===== src/rtl/uart_rx_pkg.sv =====
// -----------------------------------------------------------------------------
// uart_rx_pkg
// Shared UART definitions used by the receiver (and its transmitter partner).
//   - receiver FSM state encoding (IDLE, START, DATA, STOP)
//   - UART_MIN_BAUD_DIV : smallest legal clk-cycles-per-bit value
//   - half_bit_term()   : terminal count for the half-bit start-bit check
// -----------------------------------------------------------------------------
package uart_rx_pkg;

    localparam int UART_MIN_BAUD_DIV = 4;

    typedef logic [1:0] rx_state_t;

    localparam rx_state_t ST_IDLE  = 2'd0;
    localparam rx_state_t ST_START = 2'd1;
    localparam rx_state_t ST_DATA  = 2'd2;
    localparam rx_state_t ST_STOP  = 2'd3;

    // The counter runs 0..term, so a half-bit wait of div/2 cycles ends at div/2-1.
    function automatic logic [15:0] half_bit_term(input logic [15:0] div);
        return (div >> 1) - 16'd1;
    endfunction

endpackage


===== src/rtl/uart_rx_if.sv =====
// -----------------------------------------------------------------------------
// uart_rx_if
// Bundles the receiver's control, serial and read-side signals.
//   slave  : the receiver (inputs baud_div_i, rx_en_i, rx_bit_i, rx_re_i;
//            outputs dout_o, full_o, empty_o, frame_err_o, overrun_o, busy_o,
//            state_o)
//   master : the driving side (bus logic or testbench), directions reversed.
// Read handshake: dout_o is the FIFO head and is valid whenever empty_o=0;
// a cycle with rx_re_i=1 and empty_o=0 consumes that word at the clock edge.
// rx_re_i while empty_o=1 is ignored.
// -----------------------------------------------------------------------------
interface uart_rx_if
    import uart_rx_pkg::*;
#(
    parameter int DATA_WIDTH = 8
) ();

    logic [15:0]           baud_div_i;
    logic                  rx_en_i;
    logic                  rx_bit_i;
    logic                  rx_re_i;
    logic [DATA_WIDTH-1:0] dout_o;
    logic                  full_o;
    logic                  empty_o;
    logic                  frame_err_o;
    logic                  overrun_o;
    logic                  busy_o;
    rx_state_t             state_o;

    modport slave (
        input  baud_div_i, rx_en_i, rx_bit_i, rx_re_i,
        output dout_o, full_o, empty_o, frame_err_o, overrun_o, busy_o, state_o
    );

    modport master (
        output baud_div_i, rx_en_i, rx_bit_i, rx_re_i,
        input  dout_o, full_o, empty_o, frame_err_o, overrun_o, busy_o, state_o
    );

endinterface


===== src/rtl/uart_rx_wbit_fifo.sv =====
// -----------------------------------------------------------------------------
// wbit_fifo
// Synchronous first-word-fall-through FIFO, DATA_WIDTH x FIFO_DEPTH.
//   clk_i, rst_i  : clock, asynchronous active-high reset
//   wr_en_i       : write wr_data_i (ignored when full_o)
//   rd_en_i       : pop the head (ignored when empty_o)
//   rd_data_o     : head word, 0 while empty
//   full_o/empty_o: occupancy flags
// Simultaneous read and write when neither full nor empty keeps the count.
// -----------------------------------------------------------------------------
module wbit_fifo #(
    parameter int DATA_WIDTH = 8,
    parameter int FIFO_DEPTH = 32
) (
    input  logic                  clk_i,
    input  logic                  rst_i,
    input  logic                  wr_en_i,
    input  logic [DATA_WIDTH-1:0] wr_data_i,
    input  logic                  rd_en_i,
    output logic [DATA_WIDTH-1:0] rd_data_o,
    output logic                  full_o,
    output logic                  empty_o
);

    localparam int AW = (FIFO_DEPTH > 1) ? $clog2(FIFO_DEPTH) : 1;
    localparam int CW = $clog2(FIFO_DEPTH + 1);
    localparam logic [AW-1:0] LAST_IDX = AW'(FIFO_DEPTH - 1);
    localparam logic [CW-1:0] FULL_CNT = CW'(FIFO_DEPTH);

    logic [DATA_WIDTH-1:0] mem [FIFO_DEPTH];
    logic [AW-1:0]         wr_ptr;
    logic [AW-1:0]         rd_ptr;
    logic [CW-1:0]         count;
    logic                  do_wr;
    logic                  do_rd;

    assign full_o  = (count == FULL_CNT);
    assign empty_o = (count == '0);
    assign do_wr   = wr_en_i && !full_o;
    assign do_rd   = rd_en_i && !empty_o;

    // Head is forced to 0 when empty so the read port has a defined reset value
    // even though the storage array itself is not reset.
    assign rd_data_o = empty_o ? '0 : mem[rd_ptr];

    always_ff @(posedge clk_i) begin
        if (do_wr) begin
            mem[wr_ptr] <= wr_data_i;
        end
    end

    always_ff @(posedge clk_i or posedge rst_i) begin
        if (rst_i) begin
            wr_ptr <= '0;
            rd_ptr <= '0;
            count  <= '0;
        end else begin
            if (do_wr) begin
                wr_ptr <= (wr_ptr == LAST_IDX) ? '0 : wr_ptr + 1'b1;
            end
            if (do_rd) begin
                rd_ptr <= (rd_ptr == LAST_IDX) ? '0 : rd_ptr + 1'b1;
            end
            if (do_wr && !do_rd) begin
                count <= count + 1'b1;
            end else if (do_rd && !do_wr) begin
                count <= count - 1'b1;
            end
        end
    end

endmodule


===== src/rtl/uart_rx.sv =====
// -----------------------------------------------------------------------------
// uart_rx
// 8N1 UART receiver (LSB first, 1 start bit, 1 stop bit, no parity) feeding a
// first-word-fall-through receive FIFO.
//   clk_i : clock, all logic on posedge
//   rst_i : asynchronous active-high reset
//   bus   : uart_rx_if slave modport
//           baud_div_i  clk cycles per bit (>= 4), latched at start-bit detect
//           rx_en_i     enable; low aborts any frame in progress
//           rx_bit_i    asynchronous serial line, idle high
//           rx_re_i     pop FIFO head
//           dout_o      FIFO head, valid while empty_o=0
//           full_o / empty_o  FIFO flags
//           frame_err_o 1-cycle pulse: stop bit sampled low
//           overrun_o   1-cycle pulse: good byte dropped, FIFO full
//           busy_o      receiver not idle
//           state_o     current FSM state (debug)
// The line is sampled once per bit near the bit centre: half a bit after the
// start edge, then every full bit period.
// -----------------------------------------------------------------------------
module uart_rx
    import uart_rx_pkg::*;
#(
    parameter int DATA_WIDTH = 8,
    parameter int FIFO_DEPTH = 32
) (
    input  logic     clk_i,
    input  logic     rst_i,
    uart_rx_if.slave bus
);

    localparam int BW = (DATA_WIDTH > 1) ? $clog2(DATA_WIDTH) : 1;
    localparam logic [BW-1:0] LAST_BIT = BW'(DATA_WIDTH - 1);

    rx_state_t             state;
    logic                  rx_m;
    logic                  rx_s;
    logic                  rx_q;
    logic [15:0]           div_q;
    logic [15:0]           cnt;
    logic [15:0]           term;
    logic                  tick;
    logic [BW-1:0]         bit_idx;
    logic [DATA_WIDTH-1:0] shreg;
    logic                  frame_err;
    logic                  overrun;
    logic                  wr_en;
    logic                  fifo_full;
    logic                  fifo_empty;
    logic [DATA_WIDTH-1:0] fifo_dout;

    // Terminal count: half a bit while checking the start bit, a full bit after.
    always_comb begin
        term = div_q - 16'd1;
        if (state == ST_START) begin
            term = half_bit_term(div_q);
        end
    end

    assign tick = (cnt == term);

    // A good stop bit writes the byte on the same edge that samples it, so
    // empty_o drops in the following cycle. A full FIFO drops the byte even if
    // a pop happens in that cycle, since full_o is still high.
    assign wr_en = bus.rx_en_i && (state == ST_STOP) && tick && rx_s && !fifo_full;

    always_ff @(posedge clk_i or posedge rst_i) begin
        if (rst_i) begin
            rx_m      <= 1'b1;
            rx_s      <= 1'b1;
            rx_q      <= 1'b1;
            state     <= ST_IDLE;
            div_q     <= '0;
            cnt       <= '0;
            bit_idx   <= '0;
            shreg     <= '0;
            frame_err <= 1'b0;
            overrun   <= 1'b0;
        end else begin
            rx_m      <= bus.rx_bit_i;
            rx_s      <= rx_m;
            rx_q      <= rx_s;
            frame_err <= 1'b0;
            overrun   <= 1'b0;

            if (!bus.rx_en_i) begin
                state   <= ST_IDLE;
                cnt     <= '0;
                bit_idx <= '0;
            end else begin
                case (state)
                    ST_IDLE: begin
                        // Edge (not level) detect: a line stuck low starts one frame only.
                        if (rx_q && !rx_s) begin
                            state <= ST_START;
                            div_q <= bus.baud_div_i;
                            cnt   <= '0;
                        end
                    end
                    ST_START: begin
                        if (tick) begin
                            cnt <= '0;
                            if (!rx_s) begin
                                state   <= ST_DATA;
                                bit_idx <= '0;
                            end else begin
                                // Line went back high before mid start bit: glitch.
                                state <= ST_IDLE;
                            end
                        end else begin
                            cnt <= cnt + 16'd1;
                        end
                    end
                    ST_DATA: begin
                        if (tick) begin
                            cnt   <= '0;
                            // Shift in at the MSB so the first (LSB) bit ends at bit 0.
                            shreg <= {rx_s, shreg[DATA_WIDTH-1:1]};
                            if (bit_idx == LAST_BIT) begin
                                state <= ST_STOP;
                            end else begin
                                bit_idx <= bit_idx + 1'b1;
                            end
                        end else begin
                            cnt <= cnt + 16'd1;
                        end
                    end
                    ST_STOP: begin
                        if (tick) begin
                            cnt   <= '0;
                            state <= ST_IDLE;
                            if (!rx_s) begin
                                frame_err <= 1'b1;
                            end else if (fifo_full) begin
                                overrun <= 1'b1;
                            end
                        end else begin
                            cnt <= cnt + 16'd1;
                        end
                    end
                    default: begin
                        state <= ST_IDLE;
                        cnt   <= '0;
                    end
                endcase
            end
        end
    end

    wbit_fifo #(
        .DATA_WIDTH (DATA_WIDTH),
        .FIFO_DEPTH (FIFO_DEPTH)
    ) u_fifo (
        .clk_i     (clk_i),
        .rst_i     (rst_i),
        .wr_en_i   (wr_en),
        .wr_data_i (shreg),
        .rd_en_i   (bus.rx_re_i),
        .rd_data_o (fifo_dout),
        .full_o    (fifo_full),
        .empty_o   (fifo_empty)
    );

    assign bus.dout_o      = fifo_dout;
    assign bus.full_o      = fifo_full;
    assign bus.empty_o     = fifo_empty;
    assign bus.frame_err_o = frame_err;
    assign bus.overrun_o   = overrun;
    assign bus.busy_o      = (state != ST_IDLE);
    assign bus.state_o     = state;

endmodule


===== src/flat_wrapper.sv =====
// flat-port wrapper written by rule: the top's interface ports become plain ports
module uart_rx_flat import uart_rx_pkg::*;
#(
    parameter int DATA_WIDTH = 8,
    parameter int FIFO_DEPTH = 32
)
  (clk_i, rst_i, bus_baud_div_i, bus_rx_en_i, bus_rx_bit_i, bus_rx_re_i, bus_dout_o, bus_full_o, bus_empty_o, bus_frame_err_o, bus_overrun_o, bus_busy_o, bus_state_o);
  uart_rx_if #(.DATA_WIDTH(DATA_WIDTH)) bus_i ();
  input  logic clk_i;
  input  logic rst_i;
  input wire logic [$bits(bus_i.baud_div_i)-1:0] bus_baud_div_i;
  input wire logic [$bits(bus_i.rx_en_i)-1:0] bus_rx_en_i;
  input wire logic [$bits(bus_i.rx_bit_i)-1:0] bus_rx_bit_i;
  input wire logic [$bits(bus_i.rx_re_i)-1:0] bus_rx_re_i;
  output wire logic [$bits(bus_i.dout_o)-1:0] bus_dout_o;
  output wire logic [$bits(bus_i.full_o)-1:0] bus_full_o;
  output wire logic [$bits(bus_i.empty_o)-1:0] bus_empty_o;
  output wire logic [$bits(bus_i.frame_err_o)-1:0] bus_frame_err_o;
  output wire logic [$bits(bus_i.overrun_o)-1:0] bus_overrun_o;
  output wire logic [$bits(bus_i.busy_o)-1:0] bus_busy_o;
  output wire logic [$bits(bus_i.state_o)-1:0] bus_state_o;
  assign bus_i.baud_div_i = bus_baud_div_i;
  assign bus_i.rx_en_i = bus_rx_en_i;
  assign bus_i.rx_bit_i = bus_rx_bit_i;
  assign bus_i.rx_re_i = bus_rx_re_i;
  assign bus_dout_o = bus_i.dout_o;
  assign bus_full_o = bus_i.full_o;
  assign bus_empty_o = bus_i.empty_o;
  assign bus_frame_err_o = bus_i.frame_err_o;
  assign bus_overrun_o = bus_i.overrun_o;
  assign bus_busy_o = bus_i.busy_o;
  assign bus_state_o = bus_i.state_o;
  uart_rx #(.DATA_WIDTH(DATA_WIDTH), .FIFO_DEPTH(FIFO_DEPTH)) u_core (.clk_i(clk_i), .rst_i(rst_i), .bus(bus_i));
endmodule

===== config.mk =====
export PLATFORM = sky130hd
export DESIGN_NAME = uart_rx_flat
export DESIGN_NICKNAME = d
export VERILOG_FILES = /design/src/rtl/uart_rx_pkg.sv /design/src/rtl/uart_rx_if.sv /design/src/rtl/uart_rx_wbit_fifo.sv /design/src/rtl/uart_rx.sv /design/src/flat_wrapper.sv
export SDC_FILE = /design/constraint.sdc
export NUM_CORES = 1
export LEC_CHECK = 0
export CAP_MARGIN = 20
export CORE_UTILIZATION = 62
export DETAILED_ROUTE_END_ITERATION = 7
export GPL_TIMING_DRIVEN = 0
export PLACE_DENSITY = 0.8
export SYNTH_ARGS = -nofsm -noshare
export SYNTH_HDL_FRONTEND = slang
export SYNTH_SLANG_ARGS = --single-unit
export TNS_END_PERCENT = 10

===== constraint.sdc =====
create_clock -name clk_i -period 6.1 [get_ports clk_i]
set_clock_uncertainty 0.15 [all_clocks]
set_input_delay 0.61 -clock clk_i [delete_from_list [all_inputs] [get_ports clk_i]]
set_output_delay 0.61 -clock clk_i [all_outputs]
set_load 0.005 [all_outputs]

Word level (Yosys, flattened, before mapping)
Memories as Yosys holds them, arrays and structs flattened.
Index checks and enable logic that the tools add are counted.
{"block": "totals", "input_bits": 21, "elab_cells": 96, "ram_bits": 256, "mem_count": 1, "register_bits": 66, "out_inout_bits": 15}
{"block": "op_classes", "eq_ne": 16, "reduce_logical": 23, "mux": 35, "addsub": 8}
{"name": "u_core.u_fifo.mem", "depth": 32, "width": 8, "rd": 1, "rd_clocked_by_memory_dff": 0, "write_ports": 1, "line_no": "uart_rx_wbit_fifo.sv:30", "text": "logic [DATA_WIDTH-1:0] mem [FIFO_DEPTH];"}
{"op": "$mux 16", "count": 4}
{"op": "$pmux 16 s2", "count": 1}
{"op": "$add 16x1->16 const B", "count": 1}
{"op": "$eq 16x16->1", "count": 1}
{"op": "$sub 15x1->16 const B", "count": 1}
{"op": "$sub 16x1->16 const B", "count": 1}
{"op": "$mux 3", "count": 5}
{"op": "$ne 3x2->1 const B", "count": 5}
{"op": "$mux 2", "count": 7}
{"op": "$mux 6", "count": 2}
{"op": "$mux 1", "count": 11}
{"op": "$add 5x1->5 const B", "count": 2}
{"op": "$eq 5x5->1 const B", "count": 2}
{"op": "$mux 5", "count": 2}
{"op": "$reduce_and 5->1", "count": 2}
{"op": "$logic_and 1x1->1", "count": 9}
{"op": "$mux 8", "count": 1}
{"op": "$pmux 2 s4", "count": 1}
{"op": "$add 6x1->6 const B", "count": 1}
{"op": "$eq 6x6->1 const B", "count": 1}
{"op": "$logic_not 6->1", "count": 1}
{"op": "$ne 3x3->1 const B", "count": 2}
{"op": "$pmux 3 s2", "count": 1}
{"op": "$reduce_and 3->1", "count": 2}
{"op": "other kinds (10)", "count": 16}

Depth between registers and ports, before layout
{"block": "logic_depth", "depth_word": 11, "depth_mapped": 24, "ltp_nobuf": 20}

By module
A second synthesis with hierarchy kept.
{"block": "hier_totals", "cells_unflattened": 909, "area_unflattened_um2": 14367.5}
{"module": "wbit_fifo", "instances": 1, "cells_per_inst": 536, "area_each_um2": 10989.3, "seq_area_each_um2": 8087.8}
{"module": "uart_rx", "instances": 1, "cells_per_inst": 373, "area_each_um2": 3378.2, "seq_area_each_um2": 1255.0}

Least setup slack after synthesis
OpenSTA, ideal clock, no wires.
{"block": "synth_path", "path_type": "reg2reg", "startpoint": "register u_core.state[0] (netlist: u_core.bus.state_o[0])", "endpoint": "register u_core.u_fifo.count[5]", "synth_period_minus_slack_ps": 5624, "stages_incl_launch_ff": 25, "required_time_ps": 5825, "arrival_ps": 5349, "setup_slack_ps": 476, "setup_ps": 125, "path_cell_list": "dfrtp_1 -> nor2b_1 -> buf_4 -> buf_2 -> mux2i_1 -> ha_1 -> or3b_2 -> a2111oi_4 -> nand3_1 -> xnor2_1 -> nor4_1 -> nand4_1 -> nor3_1 -> buf_2 -> buf_2 -> ha_1 -> inv_1 -> ha_1 -> a21o_1 -> a21oi_1 -> o21bai_1 -> a21oi_1 -> xnor2_1 -> nor2_1 -> xor2_1"}
{"block": "synth_between", "elab_chain_len": 10, "word_cells_on_any_way": 14, "classes_between": "eq/ne: 3; mux: 2; reduce/logical: 9"}
{"item": "start, declared", "line_no": "uart_rx.sv:35", "text": "rx_state_t state;"}
{"item": "start signal, assigned", "line_no": "uart_rx.sv:72", "text": "state <= ST_IDLE;"}
{"item": "start signal, assigned", "line_no": "uart_rx.sv:87", "text": "state <= ST_IDLE;"}
{"item": "start signal, assigned", "line_no": "uart_rx.sv:95", "text": "state <= ST_START;"}
{"item": "$eq 2x1->1", "line_no": "uart_rx.sv:55", "text": "if (state == ST_START) begin"}
{"item": "$mux 16", "line_no": "uart_rx.sv:55"}
{"item": "$eq 16x16->1", "line_no": "uart_rx.sv:60", "text": "assign tick = (cnt == term);"}
{"item": "$logic_and 1x1->1 * (3 in series)", "line_no": "uart_rx.sv:65", "text": "assign wr_en = bus.rx_en_i && (state == ST_STOP) && tick && rx_s && !fifo_full;"}
{"item": "$logic_and 1x1->1 *", "line_no": "uart_rx_wbit_fifo.sv:39", "text": "assign do_wr = wr_en_i && !full_o;"}
{"item": "named net u_core.u_fifo.do_wr", "line_no": "uart_rx_wbit_fifo.sv:34", "text": "logic do_wr;"}
{"item": "$logic_not 1->1", "line_no": "uart_rx_wbit_fifo.sv:66", "text": "end else if (do_rd && !do_wr) begin"}
{"item": "$logic_and 1x1->1", "line_no": "uart_rx_wbit_fifo.sv:66"}
{"item": "$reduce_bool 2->1 (no source line)"}
{"item": "end signal, assigned", "line_no": "uart_rx_wbit_fifo.sv:65", "text": "count <= count + 1'b1;"}
{"item": "end signal, assigned", "line_no": "uart_rx_wbit_fifo.sv:67", "text": "count <= count - 1'b1;"}
{"item": "end, declared", "line_no": "uart_rx_wbit_fifo.sv:33", "text": "logic [CW-1:0] count;"}
Mark *: on every way through the listed nets, which the timed path passes. The rest lies on a longest branch.
A chain may end at the register's enable or synchronous reset.

Worst setup path in the final report
{"block": "layout_path", "startpoint": "register u_core.state[0] (netlist: u_core.bus.state_o[0])", "endpoint": "register u_core.u_fifo.count[5]"}
{"block": "layout_between", "elab_chain_len": 10, "word_cells_on_any_way": 14, "classes_between": "eq/ne: 3; mux: 2; reduce/logical: 9"}
{"item": "$eq 2x1->1", "line_no": "uart_rx.sv:55"}
{"item": "$mux 16", "line_no": "uart_rx.sv:55"}
{"item": "$eq 16x16->1", "line_no": "uart_rx.sv:60"}
{"item": "$logic_and 1x1->1 * (3 in series)", "line_no": "uart_rx.sv:65"}
{"item": "$logic_and 1x1->1 *", "line_no": "uart_rx_wbit_fifo.sv:39"}
{"item": "$logic_not 1->1", "line_no": "uart_rx_wbit_fifo.sv:66"}
{"item": "$logic_and 1x1->1", "line_no": "uart_rx_wbit_fifo.sv:66"}
{"item": "$reduce_bool 2->1 (no source line)"}
Every way passes the cells marked *; elsewhere a longest branch is shown, timed or not.

==> flow_summary.yaml <==
finish:
  antenna_cells: 0
  area_growth_pct: 14.3
  drive_above_1_share: 0.209
  final_common_cell: "edfxtp_1"
  seq_area_um2: 9340
  final_area_um2: 16300
  multiInputGateArea_um2: 4640
  final_nets: 984
  mostFrequentLayoutCells: "256 x edfxtp_1, 80 x mux4_2, 62 x dfrtp_1"
  fillers: 1359
clocking:
  path_clk_slew_ps: 60
  cts_tree: "yes"
  clock_latency_ps: 520
  cts_hold_buffers: 0
  numCtsBuffers: 34
  cts_buffer_depth: 3
  cts.sinks: 322
  htree_num_levels: 2
  cts_root_buf: "clkbuf_16"
pwr:
  leakage_nw: 5.90
  ir_worst_vdd_v: 0.000265
  power.density_nw_per_um2: 338
global_route:
  grtUsageMet2: 0.427
  grt_pass1_wl_um: 46800
  grt_use_met1: 0.382
  antenna_found_initial: 1
  grt_pass1_vias: 8091
  grt_max_degree: 67
  gr-usage-met3: 0.0417
  grtUsageTotal: 0.267
  busiest_layer: "met2"
  overflow: 0
logic_synthesis:
  synth_top_family_by_area: "multiplexers"
  syn_inst: 858
  synth_area_um2: 14200
  synth_area_per_cell_um2: 16.6
  synth_compound_area_frac: 0.0459
  synth_cell_type_count: 67
  synth_xor_area_frac: 0.0160
  synthAdderAreaFrac: 0.0155
  synth_edf_count: 256
  ys_ff_latch: 322
  yosysWarnings: 0
  synthesis.nets: 896
  yosys.area_share.simple: 0.0791
  synth_mux_area_frac: 0.168
  yosysSeqAreaShare: 0.656
  ys.flop_type: "edfxtp_1"
  ys_async_sr_fraction: 0.205
detailed_routing:
  num_vias: 8190
  routedWlPerCell_um: 24.4
  post-route-drc-count: 0
  viasPerCell: 6.52
  drt-pass1-iter-count: 5
  postRouteAntennaNets: 0
  wirelength_um: 30600
  dr.first_iter.drc_count: 952
min_path:
  hp-class: "reg2reg"
floorplan:
  die_h_um: 154
  floorplan.initialDensity: 0.631
  fp.coreArea_um2: 22600
  rows: 55
  io_pins: 36
  die_w_um: 154
  die_area_um2: 23600
timing:
  max_freq_mhz: 177
  fin_crit_sh: 0.927
  hold_slack_ps: 207
  setup_violations: 0
  fin_crit_ps: 5650
  fin_setup_tns_ps: 0
  relSlewSlack: 0.210
  hold_violations: 0
  fin_ws_ps: 446
  worst_pin_slew_ps: 1190
  slew_viol_final: 0
  rsz0062_at_grt: "false"
job:
  cap_violations: 0
placed_design:
  place_area_um2: 14900
  portBuffers: 34
  gp_congestion: 0.878
  hpwl_um: 18900
  dp_slack_ps: -642
setup_path:
  crit_type: "reg2reg"
  critPathLaunchType: "flip-flop"
  required_ps: 6350
  cp-end-kind: "flip-flop"
  worstPathMaxFanout: 10
  arrival_ps: 5900
outcome:
  status: "complete, no violations"
==> cells by family after synthesis <==
| group | count (synthesis) |
|---|---|
| AOI/OAI and AO/OA | 97 |
| xor gates and xnor gates | 26 |
| adders and majority gates | 17 |
| buffers and inverters | 63 |
| DFF | 322 |
| muxes | 133 |
| and+or+nand+nor | 200 |
==> path summary, 6_finish.rpt <==
path                                                        start                            endpoint  slack, ps  depth (start not counted)
worst max-delay path            u_core.bus.state_o[0]$_DFFE_PP0P_  u_core.u_fifo.count[5]$_DFFE_PP0P_        450                         24
min in group asynchronous                                   rst_i  u_core.u_fifo.count[3]$_DFFE_PP0P_        440                          2
max in group asynchronous                                   rst_i   u_core.bus.state_o[0]$_DFFE_PP0P_       4730                          2
worst min-delay path                        u_core.rx_m$_DFF_PP1_               u_core.rx_s$_DFF_PP1_        210                          0
worst max register to register  u_core.bus.state_o[0]$_DFFE_PP0P_  u_core.u_fifo.count[5]$_DFFE_PP0P_        450                         24
worst min register to register              u_core.rx_m$_DFF_PP1_               u_core.rx_s$_DFF_PP1_        210                          0
==> timing repair <==
item / in CTS / in global routing
buffers inserted: 3 / 7
gates resized for setup: 9 / 4
hold endpoints to repair: 0 / 0
setup endpoints to repair: 5 / 3
pin swaps: 3 / 2
==> sequential cells by signal, indices dropped and copies added (netlist names) <==
| name | flops |
|---|---|
| u_core.u_fifo.mem | 256 |
| u_core.cnt | 16 |
| u_core.div_q | 16 |
| u_core.shreg | 8 |
| u_core.u_fifo.count | 6 |
| u_core.u_fifo.rd_ptr | 5 |
| u_core.u_fifo.wr_ptr | 5 |
| u_core.bit_idx | 3 |
| u_core.bus.state_o | 2 |
| u_core.bus.frame_err_o | 1 |
| u_core.bus.overrun_o | 1 |
| u_core.rx_m | 1 |
| u_core.rx_q | 1 |
| u_core.rx_s | 1 |
==> synthesized netlist by cell type, types with 8 or more instances <==
| cell type | n | area share |
|---|---|---|
| and3_1 | 44 | 0.019 |
| nor2_1 | 30 | 0.0079 |
| nand2_1 | 34 | 0.0090 |
| dfrtp_1 | 63 | 0.11 |
| a21o_1 | 16 | 0.0084 |
| nand3_1 | 18 | 0.0063 |
| mux2i_1 | 24 | 0.017 |
| inv_1 | 12 | 0.0032 |
| clkbuf_1 | 33 | 0.0087 |
| nor3_1 | 15 | 0.0053 |
| mux4_2 | 80 | 0.13 |
| edfxtp_1 | 256 | 0.54 |
| xor2_1 | 11 | 0.0068 |
| o21ai_0 | 31 | 0.011 |
| nor3b_1 | 13 | 0.0069 |
| ha_1 | 16 | 0.014 |
| xnor2_1 | 15 | 0.0092 |
| mux2_4 | 8 | 0.0084 |
| a21oi_1 | 14 | 0.0049 |
| mux2_2 | 21 | 0.017 |
==> area by class of cell <==
| type | instances | share of cell area |
|---|---|---|
| Sequential cell | 322 | 0.574 |
| Multi-Input combinational cell | 473 | 0.285 |
| Clock buffer | 48 | 0.0574 |
| Timing Repair Buffer | 53 | 0.0357 |
| Tap cell | 285 | 0.0219 |
| Buffer | 50 | 0.0145 |
| Clock inverter | 13 | 0.00853 |
| Inverter | 12 | 0.00292 |
==> per-layer routing <==
layer | vias to the layer above | share of wire
met5 | - | 0.00059
met1 | 4143 | 0.41
met3 | 59 | 0.077
met4 | 2 | 0.023
li1 | 3585 | -
met2 | 401 | 0.49
==> worst max-delay path: stages (launching register included) <==
cell,delay (ps)
dfrtp_2,400
nor2b_2,210
buf_4,210
buf_2,250
mux2i_1,220
ha_1,230
or3b_4,440
a2111oi_4,320
buf_4,190
nand3_1,90
xnor2_1,170
nor4_1,260
nand4_1,250
nor3_2,270
buf_6,180
ha_1,200
inv_1,140
ha_1,320
a21o_1,180
a21oi_1,220
o21bai_1,90
a21oi_1,170
xnor2_1,140
nor2_1,60
xor2_1,150
==> through the flow <==
| stage | power [mW] | cells | utilization |
|---|---|---|---|
| floorplan | 3.23 | 858 | - |
| global placement | 3.49 | 1177 | 0.662 |
| detailed placement | 3.51 | 1178 | 0.662 |
| CTS | 5.51 | 1242 | 0.712 |
| global route | 5.67 | 1256 | 0.721 |
| finish | 5.50 | 1256 | 0.721 |
==> where the power goes <==
group	switching (mW)	internal (mW)
clock	0.814	1.20
sequential	0.0712	2.41
combinational	0.546	0.462
Power figures use the tool's default switching activity.
